## src/rtl/evt_sync_pkg.sv

```systemverilog
// Shared constants and types for the event synchronising merger.
package evt_sync_pkg;

    // Marker byte values carried in payload[63:56] of metadata words
    localparam logic [7:0] HDR_FLAG = 8'hAB;
    localparam logic [7:0] FTR_FLAG = 8'hCD;

    // Payload field bounds
    localparam int FLAG_HI = 63;
    localparam int FLAG_LO = 56;
    localparam int L0ID_HI = 31;
    localparam int L0ID_LO = 0;
    localparam int L0ID_W  = L0ID_HI - L0ID_LO + 1;

    // Merge sequencer states
    typedef enum logic [2:0] {
        WAIT_HDR,
        CHECK,
        EMIT_HDR,
        DRAIN,
        NEXT
    } merge_state_t;

    // True when a metadata word carries the given marker byte
    function automatic logic flag_match(input logic meta, input logic [7:0] flag,
                                        input logic [7:0] want);
        return meta && (flag == want);
    endfunction

endpackage

```

## src/rtl/evt_word_decode.sv

```systemverilog
// Classifies one stream word: header, footer or plain data, plus its L0ID field.
module evt_word_decode
    import evt_sync_pkg::*;
#(
    parameter int SIZE = 65
) (
    input  logic [SIZE-1:0]   word,
    output logic              is_header,
    output logic              is_footer,
    output logic [L0ID_W-1:0] l0id
);

    logic       meta;
    logic [7:0] flag;
    // Only the flag byte and L0ID are interpreted; the rest is opaque payload.
    logic       unused_word;

    assign meta        = word[SIZE-1];
    assign flag        = word[FLAG_HI:FLAG_LO];
    assign is_header   = flag_match(meta, flag, HDR_FLAG);
    assign is_footer   = flag_match(meta, flag, FTR_FLAG);
    assign l0id        = word[L0ID_HI:L0ID_LO];
    assign unused_word = ^word;

endmodule

```

## src/rtl/evt_sync_merger.sv

```systemverilog
// Merges one event from each FWFT input FIFO into a single output stream:
// one header (from input 0), the data words of every input in index order,
// and the footer of the last input.
module evt_sync_merger
    import evt_sync_pkg::*;
#(
    parameter int SIZE         = 65,
    parameter int TOTAL_INPUTS = 2,
    parameter int CNT_WIDTH    = 16
) (
    input  logic                                    clock,
    input  logic                                    reset,
    input  logic [TOTAL_INPUTS-1:0][SIZE-1:0]       in_data,
    input  logic [TOTAL_INPUTS-1:0]                 in_empty,
    output logic [TOTAL_INPUTS-1:0]                 in_ren,
    output logic [SIZE-1:0]                         out_data,
    output logic                                    out_wen,
    input  logic                                    out_almost_full,
    output logic                                    err_l0id,
    output logic                                    err_desync,
    output logic [CNT_WIDTH-1:0]                    evt_count
);

    localparam int IDX_W = (TOTAL_INPUTS > 1) ? $clog2(TOTAL_INPUTS) : 1;
    localparam logic [IDX_W-1:0] LAST_IDX = IDX_W'(TOTAL_INPUTS - 1);

    merge_state_t state;
    logic [IDX_W-1:0] idx;

    logic [TOTAL_INPUTS-1:0]             is_hdr;
    logic [TOTAL_INPUTS-1:0]             is_ftr;
    logic [TOTAL_INPUTS-1:0][L0ID_W-1:0] l0id;

    logic [TOTAL_INPUTS-1:0] desync_mask;
    logic                    all_hdr;
    logic                    l0id_mismatch;
    logic                    drain_pop;
    logic [TOTAL_INPUTS-1:0] ren_c;

    // One decoder per input head word
    genvar gi;
    generate
        for (gi = 0; gi < TOTAL_INPUTS; gi++) begin : g_dec
            evt_word_decode #(.SIZE(SIZE)) u_dec (
                .word      (in_data[gi]),
                .is_header (is_hdr[gi]),
                .is_footer (is_ftr[gi]),
                .l0id      (l0id[gi])
            );
        end
    endgenerate

    // Head-of-FIFO summaries used while hunting for a header set
    always_comb begin
        desync_mask   = '0;
        all_hdr       = 1'b1;
        l0id_mismatch = 1'b0;
        for (int i = 0; i < TOTAL_INPUTS; i++) begin
            desync_mask[i] = !in_empty[i] && !is_hdr[i];
            if (in_empty[i] || !is_hdr[i])
                all_hdr = 1'b0;
            if (l0id[i] != l0id[0])
                l0id_mismatch = 1'b1;
        end
    end

    // The active input in DRAIN may advance only when it has a word and downstream has room
    assign drain_pop = !in_empty[idx] && !out_almost_full;

    // Pop strobes: combinational so a pop lands in the same cycle the head word is consumed
    always_comb begin
        ren_c = '0;
        unique case (state)
            WAIT_HDR: ren_c = desync_mask;
            EMIT_HDR: if (!out_almost_full) ren_c = ~in_empty;
            DRAIN:    if (drain_pop) ren_c[idx] = 1'b1;
            default:  ren_c = '0;
        endcase
        if (reset)
            ren_c = '0;
    end

    assign in_ren = ren_c;

    // Merge sequencer with registered output word, strobes and counter
    always_ff @(posedge clock) begin
        if (reset) begin
            state      <= WAIT_HDR;
            idx        <= '0;
            out_wen    <= 1'b0;
            out_data   <= '0;
            err_l0id   <= 1'b0;
            err_desync <= 1'b0;
            evt_count  <= '0;
        end else begin
            out_wen    <= 1'b0;
            err_l0id   <= 1'b0;
            err_desync <= 1'b0;
            unique case (state)
                WAIT_HDR: begin
                    err_desync <= |desync_mask;
                    if (all_hdr)
                        state <= CHECK;
                end
                CHECK: begin
                    // A mismatch is reported but the event is merged anyway
                    err_l0id <= l0id_mismatch;
                    state    <= EMIT_HDR;
                end
                EMIT_HDR: begin
                    if (!out_almost_full) begin
                        out_data <= in_data[0];
                        out_wen  <= 1'b1;
                        idx      <= '0;
                        state    <= DRAIN;
                    end
                end
                DRAIN: begin
                    // Headers seen here are treated as data; only a footer ends the input
                    if (drain_pop) begin
                        if (is_ftr[idx]) begin
                            if (idx == LAST_IDX) begin
                                out_data <= in_data[idx];
                                out_wen  <= 1'b1;
                            end
                            state <= NEXT;
                        end else begin
                            out_data <= in_data[idx];
                            out_wen  <= 1'b1;
                        end
                    end
                end
                NEXT: begin
                    if (idx != LAST_IDX) begin
                        idx   <= idx + IDX_W'(1);
                        state <= DRAIN;
                    end else begin
                        evt_count <= evt_count + CNT_WIDTH'(1);
                        state     <= WAIT_HDR;
                    end
                end
                default: state <= WAIT_HDR;
            endcase
        end
    end

endmodule

```

## config.mk

```make
export PLATFORM = sky130hd
export DESIGN_NAME = evt_sync_merger
export DESIGN_NICKNAME = d
export VERILOG_FILES = /design/src/rtl/evt_sync_pkg.sv /design/src/rtl/evt_word_decode.sv /design/src/rtl/evt_sync_merger.sv
export SDC_FILE = /design/constraint.sdc
export NUM_CORES = 1
export LEC_CHECK = 0
export ABC_CLOCK_PERIOD_IN_PS = 1900
export CORE_MARGIN = 8
export CORE_UTILIZATION = 33
export DETAILED_ROUTE_END_ITERATION = 8
export PLACE_DENSITY = 0.71
export SLEW_MARGIN = 0
export SYNTH_ARGS = -nofsm -noshare
export SYNTH_HDL_FRONTEND = slang
export SYNTH_SLANG_ARGS = --single-unit
export TNS_END_PERCENT = 20
```

## constraint.sdc

```tcl
create_clock -name clock -period 1.9 [get_ports clock]
set_input_delay 0.285 -clock clock [delete_from_list [all_inputs] [get_ports clock]]
set_output_delay 0.285 -clock clock [all_outputs]
set_load 0.01 [all_outputs]
```

==> metrics <==
Final Hold Vio Count=0; Power, Total=~4.2 mW; Total GRT Usage=approximately a fifth; Post-DP Area=7300 um2; DRC=0; H-tree Lvls=3; Mapped Cells=between 400 and 500; WHS Path Cells=3; fraction of layout cells with a size suffix above 1=between 20% and 30%; fmax=0.499 GHz; Starting DRT DRC Count=between 150 and 200; starting density of the core=between 30% and 40%; post-cts hold buffer count=0; syn avg cell area=a little under 10 um2; Post-synth EDFFs=0; asr flop ratio synth=0%; period utilization=105%; Die ar.=18400 um2; clk_lat worst skew=roughly 0.34 ns; grt met1 use=about 22%; largest net degree at the start of global routing=51; synthesized area=4720 um2; Critical Path AT=1.72 ns; CTS tree=done; boundary pin count=roughly 220; crit path time final=2.00 ns; most frequent cells in the layout=clkdlybuf4s50_1 (212), dfxtp_1 (87), mux2i_1 (64); antenna viol nets, final=0; GR peak layer=met2; failing checks=negative setup slack; Hold Crit Class=input pin to register; # setup viols final=68; post-detail-place hpwl=between 10000 and 15000 um; clock root cell=clkbuf_16; # diodes=0; total CTS buffers=9; first-pass GRT wire length=about 28000 um; Slowest-stage cell, CP=clkdlybuf4s50_1; top_reg_cell synth=dfxtp_1; most common cell after layout, fill and taps aside=clkdlybuf4s50_1; core area=around 14000 um2; Slew headroom=between 40% and 50%; initial antenna violation count=0; Worst R2R Setup Slack=-0.10 ns; Worst-Margin Slew=a little over 0.8 ns; Max clock buf depth=2; maximum fanout along the worst path=2; max cap viols=0; Worst Hold Path EP=err_desync; register area share after synthesis=between 30 and 40%; Sink Count=88; routability cong.=a little under 0.9; via/cell ratio=5.22; worst reg2reg path startpoint=idx; Die Y=136 um; Worst-path clk slew=0.06 ns; startpoint types=input pin; Max Slew Vio Count=0; PortBufs=220; synth warn=0; drt first pass iters=4; Worst Path Required=1.62 ns; die width=136 um; area grow syn2layout=82.4%; Rows=43; RR Endpoint=out_data[55]; met2 Track Usage GR=between 30 and 40%; worst reg2reg path depth=8; vias in the first global route=5148; WL per Instance=20.9 um; outcome=complete, but fails checks; cell area after layout=between 8000 and 9000 um2; Largest stage delay, worst path=~0.43 ns; nature of the critical path endpoint=primary output; Peak VDD IR=approximately 0.33 mV; met3 Use GR=~6.3%; power per standard cell area=between 400 and 500 nW/um2; Syn Nets=620; leak pwr=3.34 nW; RSZ-0062 raised after global routing=yes; routed via count=~4800; NumNets Final=around 860; Hold Crit Start=reset; crit path cell chain=clkdlybuf4s50_1 > nand4b_1 > or2_4 > nor2_4 > a2bb2oi_2 > nor3_1 > buf_2; Setup WS post-layout=-0.103 ns; Layout Skew=between 0.006 and 0.007 ns; Yosys reg bits=88; Yosys cell types=45; Total Wirelength=roughly 19000 um; CP Class=input pin to primary output; Overflow after GRT=0
[state kept, by name, summed over array words and instances, names as in the netlist]
| signal | count |
|---|---|
| state | 3 |
| out_wen | 1 |
| out_data | 65 |
| idx | 1 |
| err_l0id | 1 |
| err_desync | 1 |
| evt_count | 16 |
[how the worst max path moves through the flow]
stage | to | slack, ns | depth (start not counted) | start
after global routing | state[0] | -0.18 | 6 | idx
after detailed placement | in_ren[0] | -0.61 | 7 | in_data[60]
final | in_ren[0] | -0.10 | 7 | in_data[60]
after CTS | in_ren[0] | -0.14 | 6 | in_data[62]
after floorplan | out_data[4] | -0.0005 | 8 | idx
after global placement | in_ren[0] | -0.61 | 7 | in_data[60]
[layer usage]
| layer | part of all wire, % | wire length, um | vias up |
|---|---|---|---|
| li1 | - | - | 2284 |
| met1 | 41 | 7790 | 2287 |
| met2 | 50 | 9490 | 169 |
| met3 | 8.2 | 1570 | 14 |
| met4 | 0.96 | 182 | 0 |
| met5 | 0 | 0 | - |
[cells in the mapped netlist, types with 2 or more instances]
master | number | area, um2
and2_1 | 4 | 25.0
dfxtp_1 | 88 | 1760
nand2_1 | 8 | 30.0
xnor2_1 | 33 | 289
nand4bb_1 | 2 | 22.5
nor4bb_1 | 2 | 20.0
o21ai_0 | 5 | 25.0
nor2_1 | 24 | 90.1
inv_1 | 3 | 11.3
nand3_1 | 8 | 40.0
buf_2 | 9 | 45.0
nor4_1 | 3 | 18.8
xor2_1 | 14 | 123
and4_1 | 2 | 17.5
nor3_1 | 2 | 10.0
nand2b_1 | 3 | 18.8
and3_1 | 4 | 25.0
a211oi_1 | 27 | 203
buf_6 | 8 | 90.1
nor2b_1 | 3 | 18.8
nand4_1 | 13 | 81.3
mux2i_1 | 64 | 641
clkbuf_1 | 24 | 90.1
a211oi_2 | 40 | 500
o31ai_1 | 3 | 22.5
a21oi_1 | 66 | 330
buf_1 | 4 | 15.0
[stage by stage]
step           cells  hold WS [ns]  util [%]  setup WS (ns)   TNS, ns
6_report         911         0.254      61.8         -0.103     -3.71
5_1_grt          911         0.261      61.8         -0.177     -8.32
4_1_cts          905         0.242      58.0         -0.137     -3.46
3_5_place_dp     877         0.501      52.4         -0.614    -35.21
3_3_place_gp     877         0.494      52.4         -0.611    -35.13
2_1_floorplan    484         0.520         -      -0.000467  -0.00140
[power breakdown]
group | total [mW] | internal [mW] | switching (mW) | leakage [nW]
Combinational | 0.568 | 0.347 | 0.221 | 2.48
Clock | 1.80 | 1.05 | 0.748 | 0.145
Sequential | 1.85 | 1.85 | 0.000356 | 0.709
Total | 4.22 | 3.25 | 0.969 | 3.34
[cells by family after synthesis]
family,Yosys count,share of synthesized area (%)
compound gates,149,24.2
xor+xnor,47,8.72
fa+ha+maj,1,0.265
buf+inv,48,5.32
flops,88,37.3
mux,65,13.8
simple gates,86,10.4
[critical path: cells and delay by family]
family,cells,cell delay (ns)
buf+inv,2,0.58
simple gates,4,0.71
compound gates,1,0.14
[cell type report]
cell class / count / area [um2]
fill: 1129 / 5320
multi-input combinational: 349 / 3390
timing repair buffer: 275 / 2930
sequential: 88 / 1760
clock buffer: 11 / 243
tap: 180 / 225
clock inverter: 5 / 56.3
inverter: 3 / 11.3
[timing repair]
| item | in CTS | in global routing |
|---|---|---|
| resized for setup | 91 | 76 |
| setup buffers | 6 | 1 |
| endpoints found under the setup margin | 70 | 76 |
| gates cloned | 6 | 7 |
| pin swaps | 25 | 44 |
(Power assumes the default switching activity.)
